<file path="src/rtl/key_pattern_pkg.sv">
// Shared constants and the LED pattern ROM for the key-driven pattern controller.
package key_pattern_pkg;

  localparam int KEY_UP   = 0;
  localparam int KEY_DOWN = 1;
  localparam int KEY_SEL  = 2;
  localparam int KEY_AUTO = 3;

  localparam logic FIELD_PAT   = 1'b0;
  localparam logic FIELD_SPEED = 1'b1;

  localparam logic [1:0] SPEED_MAX = 2'd3;

  localparam int ROM_W = 16;

  // Index 0 is all off; indices at or beyond num_patterns are dark as well.
  function automatic logic [ROM_W-1:0] pattern_rom(input int unsigned idx,
                                                   input int unsigned num_patterns);
    logic [ROM_W-1:0] word;
    word = '0;
    if (idx < num_patterns) begin
      case (idx)
        0:  word = 16'h0000;
        1:  word = 16'h0001;
        2:  word = 16'h0002;
        3:  word = 16'h0004;
        4:  word = 16'h0008;
        5:  word = 16'h0003;
        6:  word = 16'h000C;
        7:  word = 16'h000F;
        8:  word = 16'h0005;
        9:  word = 16'h000A;
        10: word = 16'h0006;
        11: word = 16'h0009;
        12: word = 16'h0007;
        13: word = 16'h000E;
        14: word = 16'h000B;
        15: word = 16'h000D;
        default: word = '0;
      endcase
    end
    return word;
  endfunction

endpackage

</file>
<file path="src/rtl/key_pattern_ctrl_auto_timer.sv">
// Millisecond prescaler plus period counter; pulses expire when the
// speed-scaled auto-advance period has elapsed.
module auto_timer #(
  parameter int CLK_FREQ_HZ    = 50000000,
  parameter int AUTO_PERIOD_MS = 500
) (
  input  logic       clk,
  input  logic       rst_n,
  input  logic       enable,
  input  logic       restart,
  input  logic [1:0] speed,
  output logic       expire
);

  localparam int PRE_CNT = CLK_FREQ_HZ / 1000;
  localparam int PRE_W   = (PRE_CNT > 1) ? $clog2(PRE_CNT) : 1;
  localparam int MS_MAX  = AUTO_PERIOD_MS * 4;
  localparam int MS_W    = $clog2(MS_MAX + 1);

  logic [PRE_W-1:0] pre_cnt;
  logic [MS_W-1:0]  ms_cnt;
  logic [MS_W-1:0]  period_ms;
  logic             ms_tick;

  assign ms_tick   = (pre_cnt == PRE_W'(PRE_CNT - 1));
  assign period_ms = MS_W'(AUTO_PERIOD_MS * (int'(speed) + 1));
  assign expire    = enable && ms_tick && (ms_cnt == period_ms - MS_W'(1));

  // NOTE: sequential state uses non-blocking assignments so every flop samples pre-edge values.
  always_ff @(posedge clk or negedge rst_n) begin
    if (!rst_n) begin
      pre_cnt <= '0;
      ms_cnt  <= '0;
    end else if (!enable || restart) begin
      pre_cnt <= '0;
      ms_cnt  <= '0;
    end else if (ms_tick) begin
      pre_cnt <= '0;
      ms_cnt  <= expire ? '0 : ms_cnt + MS_W'(1);
    end else begin
      pre_cnt <= pre_cnt + PRE_W'(1);
    end
  end

endmodule

</file>
<file path="src/rtl/key_pattern_ctrl.sv">
// Turns key event pulses into pattern/speed/auto control state and drives
// the registered LED pattern word.
module key_pattern_ctrl
  import key_pattern_pkg::*;
#(
  parameter int CLK_FREQ_HZ    = 50000000,
  parameter int AUTO_PERIOD_MS = 500,
  parameter int NUM_PATTERNS   = 8,
  parameter int PAT_W          = 4,
  parameter int LED_W          = 4
) (
  input  logic             clk,
  input  logic             rst_n,
  input  logic [3:0]       key_pulse,
  output logic [PAT_W-1:0] pat_idx,
  output logic [1:0]       speed,
  output logic             auto_en,
  output logic             sel_field,
  output logic             adv_pulse,
  output logic [LED_W-1:0] led_out
);

  if (NUM_PATTERNS < 2 || NUM_PATTERNS > 16 || (2 ** PAT_W) < NUM_PATTERNS) begin : g_param_check
    $error("key_pattern_ctrl: NUM_PATTERNS/PAT_W out of range");
  end

  localparam logic [PAT_W-1:0] PAT_LAST = PAT_W'(NUM_PATTERNS - 1);

  logic [PAT_W-1:0] pat_nxt, pat_inc;
  logic [1:0]       speed_nxt;
  logic             auto_nxt, sel_nxt, adv_nxt;
  logic [LED_W-1:0] led_nxt;
  logic             up_evt, dn_evt, manual_pat, restart, expire;

  assign up_evt  = key_pulse[KEY_UP] && !key_pulse[KEY_DOWN];
  assign dn_evt  = key_pulse[KEY_DOWN] && !key_pulse[KEY_UP];
  assign pat_inc = (pat_idx == PAT_LAST) ? '0 : pat_idx + PAT_W'(1);

  auto_timer #(
    .CLK_FREQ_HZ   (CLK_FREQ_HZ),
    .AUTO_PERIOD_MS(AUTO_PERIOD_MS)
  ) u_auto_timer (
    .clk    (clk),
    .rst_n  (rst_n),
    .enable (auto_en),
    .restart(restart),
    .speed  (speed),
    .expire (expire)
  );

  // NOTE: every always_comb output gets a default first so no path infers a latch.
  always_comb begin
    pat_nxt    = pat_idx;
    speed_nxt  = speed;
    adv_nxt    = 1'b0;
    manual_pat = 1'b0;
    restart    = 1'b0;

    // up/down act on the field held before the edge; sel is applied afterwards.
    if (sel_field == FIELD_PAT) begin
      if (up_evt) begin
        pat_nxt    = pat_inc;
        manual_pat = 1'b1;
      end else if (dn_evt) begin
        pat_nxt    = (pat_idx == '0) ? PAT_LAST : pat_idx - PAT_W'(1);
        manual_pat = 1'b1;
      end
    end else begin
      if (up_evt && speed != SPEED_MAX) begin
        speed_nxt = speed + 2'd1;
        restart   = 1'b1;
      end else if (dn_evt && speed != 2'd0) begin
        speed_nxt = speed - 2'd1;
        restart   = 1'b1;
      end
    end

    // A manual move overrides a coincident expiry, giving one step and one pulse.
    if (manual_pat) begin
      adv_nxt = 1'b1;
      restart = 1'b1;
    end else if (expire) begin
      pat_nxt = pat_inc;
      adv_nxt = 1'b1;
    end

    sel_nxt  = sel_field ^ key_pulse[KEY_SEL];
    auto_nxt = auto_en ^ key_pulse[KEY_AUTO];
    if (!auto_en && auto_nxt) restart = 1'b1;

    led_nxt = LED_W'(pattern_rom(32'(pat_nxt), 32'(NUM_PATTERNS)));
  end

  always_ff @(posedge clk or negedge rst_n) begin
    if (!rst_n) begin
      pat_idx   <= '0;
      speed     <= '0;
      auto_en   <= 1'b0;
      sel_field <= FIELD_PAT;
      adv_pulse <= 1'b0;
      led_out   <= LED_W'(pattern_rom(0, 32'(NUM_PATTERNS)));
    end else begin
      pat_idx   <= pat_nxt;
      speed     <= speed_nxt;
      auto_en   <= auto_nxt;
      sel_field <= sel_nxt;
      adv_pulse <= adv_nxt;
      led_out   <= led_nxt;
    end
  end

endmodule
</file>
<file path="config.mk">
export PLATFORM = sky130hd
export DESIGN_NAME = key_pattern_ctrl
export DESIGN_NICKNAME = d
export VERILOG_FILES = /design/src/rtl/key_pattern_pkg.sv /design/src/rtl/key_pattern_ctrl_auto_timer.sv /design/src/rtl/key_pattern_ctrl.sv
export SDC_FILE = /design/constraint.sdc
export NUM_CORES = 1
export LEC_CHECK = 0
export CAP_MARGIN = 10
export CORE_MARGIN = 2
export CORE_UTILIZATION = 40
export DETAILED_ROUTE_END_ITERATION = 6
export HOLD_SLACK_MARGIN = 0.15
export PLACE_DENSITY = 0.68
export REMOVE_ABC_BUFFERS = 1
export SYNTH_ARGS = -nofsm -noshare
export SYNTH_HDL_FRONTEND = slang
export SYNTH_SLANG_ARGS = --single-unit
</file>
<file path="constraint.sdc">
create_clock -name clk -period 4.22 [get_ports clk]
set_clock_uncertainty 0.15 [all_clocks]
set_input_delay 0.633 -clock clk [delete_from_list [all_inputs] [get_ports clk]]
set_output_delay 0.633 -clock clk [all_outputs]
set_load 0.01 [all_outputs]
</file>
; ---- After elaboration in Yosys (flattened, before gate mapping)
; Memories as Yosys holds them, arrays and structs flattened.
; Cells that the tools add are included.
[classes]
n_reduce_logical = 16
n_lt_le_gt_ge = 1
multipliers = 1
addsub = 8
muxes = 25
eq_ne = 4
bitwise_logic = 2
[op_table]
columns = operator, count
row1 = $mux 11, 3
row2 = $mul 8x32->9 const A, 1
row3 = $mux 16, 2
row4 = $mux 4, 8
row5 = $add 16x1->16 const B, 1
row6 = $eq 16x16->1 const B, 1
row7 = $add 11x1->11 const B, 1
row8 = $eq 11x11->1, 1
row9 = $sub 11x1->11 const B, 1
row10 = $mux 1, 10
row11 = $logic_and 1x1->1, 7
row12 = $reduce_bool 2->1, 3
row13 = $add 4x1->4 const B, 1
row14 = $eq 4x3->1 const B, 1
row15 = $logic_not 4->1, 1
row16 = $lt 4x4->1 const B, 1
row17 = $mux 2, 2
row18 = $sub 4x1->4 const B, 1
row19 = $add 2x1->3 const B, 1
row20 = $logic_not 1->1, 3
row21 = $add 2x1->2 const B, 1
row22 = $ne 2x2->1 const B, 1
row23 = $reduce_and 2->1, 1
row24 = $sub 2x1->2 const B, 1
row25 = other kinds (2), 3
[word_totals]
romBits = 64
regBits = 40
input_bits = 6
output_inout_bits = 13
elab_cells = 66
mem_count = 1
[memory_table]
columns = name, words, word_bits, read_ports, rd_ports_with_merged_regs, write_ports, line_no
row1 = (name not given), 16, 4, 1, 0, 0, key_pattern_pkg.sv:22  ; case (idx)

; ---- Longest topological paths before layout
[logic_depth]
word_depth = 10
mapped_depth = 16
ltp_nobuf = 14

; ---- Hierarchy
; Synthesis repeated with hierarchy kept, for this count alone.
[hier_totals]
hier_cells = 255
hier_area_um2 = 2384.8
[modules_own_cells]
columns = module, n_inst, cells_per_inst, area_each_um2
row1 = auto_timer, 1, 173, 1607.8
row2 = key_pattern_ctrl, 1, 82, 777.0

; ---- Worst setup path before layout
; Ideal clock, no wire load.
[synth_path]
path_kind = register to register
start = register speed[0]
end = register led_out[1]
period_less_slack_ns = 4.235
arrival_time_ns = 4.012
slack_ns = -0.015
setup_ns = 0.073
path_stages_with_launch = 16
t_required_ns = 3.997
path_cell_list = dfrtp_1 buf_2 inv_1 ha_1 xnor2_1 ha_1 inv_1 fa_1 xnor2_1 a21oi_1 or3b_1 or4_4 o32ai_2 nand4_2 or3b_1 a21oi_2
[synth_between]
elab_chain_cells = 9
word_cells_on_any_way = 10
[synth_rtl]
columns = item, line_no
row1 = start: declaration, key_pattern_ctrl.sv:16  ; output logic [1:0] speed,
row2 = start signal: assignment, key_pattern_ctrl.sv:104  ; speed <= speed_nxt;
row3 = $add 2x1->3 (*), key_pattern_ctrl_auto_timer.sv:26  ; assign period_ms = MS_W'(AUTO_PERIOD_MS * (int'(speed) + 1));
row4 = $mul 8x32->9 (*), key_pattern_ctrl_auto_timer.sv:26
row5 = via u_auto_timer.period_ms[2], key_pattern_ctrl_auto_timer.sv:22  ; logic [MS_W-1:0] period_ms;
row6 = $sub 11x1->11 (*), key_pattern_ctrl_auto_timer.sv:27  ; assign expire = enable && ms_tick && (ms_cnt == period_ms - MS_W'(1));
row7 = $eq 11x11->1 (*), key_pattern_ctrl_auto_timer.sv:27
row8 = $logic_and 1x1->1 (*), key_pattern_ctrl_auto_timer.sv:27
row9 = $mux 4 (*), key_pattern_ctrl.sv:82  ; end else if (expire) begin
row10 = $mux 4 (*), key_pattern_ctrl.sv:79  ; if (manual_pat) begin
row11 = via pat_nxt[2], key_pattern_ctrl.sv:29  ; logic [PAT_W-1:0] pat_nxt, pat_inc;
row12 = $mem_v2 16x4 / $lt 4x4->1 (equally long branches), -
row13 = $mux 4 (*), key_pattern_pkg.sv:21  ; if (idx < num_patterns) begin
row14 = via led_nxt[1], key_pattern_ctrl.sv:32  ; logic [LED_W-1:0] led_nxt;
row15 = end signal: assignment, key_pattern_ctrl.sv:101  ; led_out <= LED_W'(pattern_rom(0, 32'(NUM_PATTERNS)));
row16 = end signal: assignment, key_pattern_ctrl.sv:108  ; led_out <= led_nxt;
row17 = end: declaration, key_pattern_ctrl.sv:20  ; output logic [LED_W-1:0] led_out
; Mark *: on every way through the listed nets, which the timed path passes. The rest lies on a longest branch.
; A chain may end at the register's enable or synchronous reset.

; ---- Worst setup path in the final report
[layout_path]
start = register speed[1]
end = register led_out[1]
[layout_between]
elab_chain_cells = 9
word_cells_on_any_way = 10
[layout_rtl]
columns = item, line_no
row1 = $add 2x1->3 (*), key_pattern_ctrl_auto_timer.sv:26
row2 = $mul 8x32->9 (*), key_pattern_ctrl_auto_timer.sv:26
row3 = $sub 11x1->11 (*), key_pattern_ctrl_auto_timer.sv:27
row4 = $eq 11x11->1 (*), key_pattern_ctrl_auto_timer.sv:27
row5 = $logic_and 1x1->1 (*), key_pattern_ctrl_auto_timer.sv:27
row6 = $mux 4 (*), key_pattern_ctrl.sv:82
row7 = $mux 4 (*), key_pattern_ctrl.sv:79
row8 = via pat_nxt[2], key_pattern_ctrl.sv:29
row9 = $mem_v2 16x4 / $lt 4x4->1 (equally long branches), -
row10 = $mux 4 (*), key_pattern_pkg.sv:21
row11 = via led_nxt[1], key_pattern_ctrl.sv:32
; Marked as above.

==> results.md <==
- The routed layout has 2117 vias.
- The final cycle utilization of the critical path is 0.968.
- The post-synthesis compound-gate area fraction is 0.139.
- The worst-case IR drop observed on VDD is 0.000478 V.
- The time the final worst path needs with I/O delays and setup is 4.08 ns.
- The number of instances in the synthesized netlist is 283.
- Across every metal layer, demand over resource in global routing totals 0.157.
- The top cell type's share of synthesized area is 0.383.
- The number of remaining DRC errors is 0.
- In this run, distinct cell masters in the synthesized netlist total 56.
- The number of nets in the layout is 336.
- The synthesized design contains 0 enable-type register cells.
- The number of sinks handled by clock tree synthesis is 40.
- The number of input and output port buffers inserted is 18.
- Derived from the worst setup path, the maximum achievable clock frequency is 0.245 GHz.
- The critical path data arrival time is 4.15 ns.
- In this run the power density over the cells is 654 nW/um^2.
- For this run, asynchronously set or reset flops after synthesis account for 1.00.
- The worst hold path terminates at u_auto_timer.pre_cnt[0]$_DFF_PN0_.
- The share of post-route cells with drive strength above 1 is 0.169.
- The final count of pins violating max slew came to 0.
- The transition time at the pin with the least slew margin is 0.885 ns.
- The final count of hold timing violations is 0.
- Among all flip-flop cells after synthesis, the most frequent one is sky130_fd_sc_hd__dfrtp_1.
- The effective utilization at floorplan is 0.411.
- The classification of the worst setup path is reg -> reg.
- The routability congestion estimate from global placement is 0.814.
- Setup slack closes at 0.137 ns.
- The later pin in the worst-skew pair is clocked with a latency of 0.29 ns.
- After synthesis, the largest family of logic cells by area is simple AND/OR/NAND/NOR gates.
- The area growth from synthesis to layout is 22.6%.
- Detailed placement finished with a half-perimeter wire length of 3.74 mm.
- In this run the critical register-to-register path is launched from speed[1]$_DFFE_PN0P_.
- Counting the fill cells in the layout gives 590.
- The number of warning messages in the yosys log is 0.
- Of the total synthesized cell area, the portion taken by full adders, half adders and majority gates is 0.0824.
- In this run the static leakage power is 0.00132 uW.
- The switching component of the power is 831 uW.
- For this block, the initial DRC count from the detailed router was 93.
- The maximum fanout encountered on the critical timing path is 6.
- The simple-gate area share of the yosys netlist is 0.260.
- Global routing finished with a remaining overflow of 0.
- The number of buffers inserted during clock tree synthesis is 5.
- The design draws 2100 uW.
- The buffer levels on the longest clock path is 2.
- The run finished with clean final reports.
- In this run the tightest slew margin relative to its limit is 0.410.
- Counting instances, the worst hold path has a depth of 1.
- Buffers inserted to repair hold after CTS numbered 0.
- Measured along the x axis, the die boundary spans 84.8 um.
- The number of routed nets with antenna violations is 0.
- The worst hold slack is 0.302 ns.
- The type of destination of the critical path is a register.
- The area enclosed by the die boundary is 7190 sq um.
- The endpoint identified for the worst register-to-register timing path is led_out[1]$_DFF_PN0_.
- The vertical die dimension is 84.8 um.
- The post-CTS clock slew at the launch and capture registers of the worst setup and hold paths is 0.08 ns.
- The part of the total power dissipated in the clock network is 0.174.
- The post-synthesis register bit count is 40.
- The mean number of vias per cell is 5.41.
- The initial antenna violation count came to 0.
- The via count of the first global-routing pass is 2048.
- Of the total power, registers draw 0.249.
- Entering global routing, the biggest net connects 41 pins.
- The pre-CTS setup slack is 0.0175 ns.
- The first global-routing pass estimated 9.32 mm of wire.
- The data required time at the worst endpoint is 4.29 ns.
- The repair_antennas step left the layout with diodes totalling 0.
- Internal power comes to 1260 uW.
- The launching element of the worst setup path is speed[1]$_DFFE_PN0P_.
- For this run, the detailed router's first-pass iteration total came to 4.
- The total wire length after detailed routing is 5.52 mm.
- In this run the most critical hold path is launched from u_auto_timer.pre_cnt[0]$_DFF_PN0_.
- Sorting the synthesized cells by how often they occur yields sky130_fd_sc_hd__dfrtp_1 (40), sky130_fd_sc_hd__nor2_1 (29), sky130_fd_sc_hd__nand2_1 (25).
- The parity-gate share of the synthesized area counting xor and xnor cells is 0.0939.
- The clock tree root driver cell is sky130_fd_sc_hd__clkbuf_8.
- The TritonCTS clock tree is done.
- The number of H-tree levels is 2.
- The share of cell area taken by muxes after synthesis is 0.00383.
- The share of the Yosys chip area taken by registers is 0.383.
- After floorplanning, the core was divided into 29 placement rows.
- Dividing the synthesized area by the synthesized cell count gives 9.23 sq um.
- Of the total power, the share spent switching nets is 0.397.
- The per-cell routed wire length is 14.1 um.
- The most frequently used cell type in the post-synthesis netlist is sky130_fd_sc_hd__dfrtp_1.
- By area the synthesized netlist is led by sky130_fd_sc_hd__dfrtp_1 (38%), sky130_fd_sc_hd__ha_1 (6.7%), sky130_fd_sc_hd__xnor2_1 (5.4%).
- The worst setup path is launched from a register.
- The number of ports placed on the die boundary is 19.
- The worst-case register-to-register setup slack is 0.14 ns.
- The core region area is 6350 sq um.
- The cell area that synthesis handed to floorplanning was 2610 sq um.
- Across the run, the number of max-cap violations was 0.
- The number of cell instances on the worst register-to-register path is 14.
- The path class of the tightest hold or removal check is reg -> reg.
- The share of total power dissipated in combinational logic is 0.576.
- The dominant cell type by area after synthesis is sky130_fd_sc_hd__dfrtp_1.
- Setup violations remaining at the end of the flow were counted as 0.
[routing by layer]
| metal | routed length, um | track usage |
|---|---|---|
| met3 | 136 | 0.0233 |
| met2 | 2630 | 0.251 |
| met1 | 2690 | 0.223 |
| met5 | 0 | 0 |
| met4 | 69 | 0.0491 |
[power groups by stage]
stage	clock network [uW]	registers [uW]	logic, uW
floorplan	0	547	643
global placement	0	525	946
detailed placement	0	527	966
CTS	374	519	976
global route	387	533	1330
finish	366	522	1210
[placed cells by master (no fill, tap or decap), types with 5 or more instances in the layout]
master / count
sky130_fd_sc_hd__ha_1: 11
sky130_fd_sc_hd__xnor2_1: 14
sky130_fd_sc_hd__clkdlybuf4s50_1: 17
sky130_fd_sc_hd__dfrtp_1: 40
sky130_fd_sc_hd__xor2_1: 12
sky130_fd_sc_hd__a21oi_1: 10
sky130_fd_sc_hd__nor2_1: 29
sky130_fd_sc_hd__nand2_1: 25
sky130_fd_sc_hd__buf_4: 14
sky130_fd_sc_hd__clkbuf_8: 5
sky130_fd_sc_hd__inv_1: 14
sky130_fd_sc_hd__o21ai_0: 11
sky130_fd_sc_hd__and3_1: 10
sky130_fd_sc_hd__nand3_1: 15
sky130_fd_sc_hd__nand2b_1: 7
[state kept, by name, summed over array words and instances (netlist names)]
register,count
sel_field,1
led_out,4
auto_en,1
pat_idx,4
adv_pulse,1
speed,2
u_auto_timer.pre_cnt,16
u_auto_timer.ms_cnt,11
[worst max-delay path: stages (launching register included)]
cell                       delay, ns
sky130_fd_sc_hd__dfrtp_1        0.40
sky130_fd_sc_hd__inv_2          0.11
sky130_fd_sc_hd__ha_4           0.22
sky130_fd_sc_hd__xnor2_2        0.12
sky130_fd_sc_hd__ha_2           0.19
sky130_fd_sc_hd__inv_1          0.06
sky130_fd_sc_hd__fa_2           0.65
sky130_fd_sc_hd__xnor2_4        0.09
sky130_fd_sc_hd__a21oi_2        0.12
sky130_fd_sc_hd__or3b_4         0.38
sky130_fd_sc_hd__or4_4          0.54
sky130_fd_sc_hd__o211ai_1       0.28
sky130_fd_sc_hd__nand4_4        0.16
sky130_fd_sc_hd__or3b_4         0.42
sky130_fd_sc_hd__a21oi_2        0.11
[repair_timing]
item,in CTS,in global routing
endpoints found under the setup margin,1,4
pin swaps,0,10
buffers inserted,0,10
resized for setup,1,25
[kinds of logic after synthesis]
logic type | Yosys count
AO/OA/AOI/OAI | 50
AND/OR/NAND/NOR | 123
flip-flops | 40
multiplexers | 1
XOR/XNOR | 28
adder cells (fa/ha/maj) | 16
buffers and inverters | 25
[worst max-delay path by stage]
stage / endpoint / slack [ns] / cells past startpoint
final: led_out[1]$_DFF_PN0_ / 0.14 / 14
after detailed placement: led_out[1]$_DFF_PN0_ / 0.02 / 14
after global routing: led_out[1]$_DFF_PN0_ / -0.03 / 14
after CTS: led_out[1]$_DFF_PN0_ / 0.07 / 14
after floorplan: u_auto_timer.ms_cnt[5]$_DFFE_PN0P_ / -0.11 / 14
after global placement: led_out[1]$_DFF_PN0_ / 0.19 / 14
[metrics by stage]
stage | TNS [ns] | utilization | instances | instance area (sq um)
after floorplan | -0.515 | - | 274 | 2570
after global placement | 0 | 0.454 | 374 | 2880
after detailed placement | 0 | 0.454 | 374 | 2880
after CTS | 0 | 0.475 | 381 | 3020
after global routing | -0.0269 | 0.504 | 391 | 3200
final | 0 | 0.504 | 391 | 3200
[cell type report]
cell class                      instances  area [sq um]  area share
Clock inverter                          2          60.1      0.0188
Inverter                               16          60.1      0.0188
Tap cell                               77          96.3      0.0301
Timing Repair Buffer                   33           292      0.0910
Clock buffer                            5          68.8      0.0215
Sequential cell                        40          1000       0.313
Multi-Input combinational cell        218          1630       0.507
No activity file was read; power rests on OpenSTA's default activity.
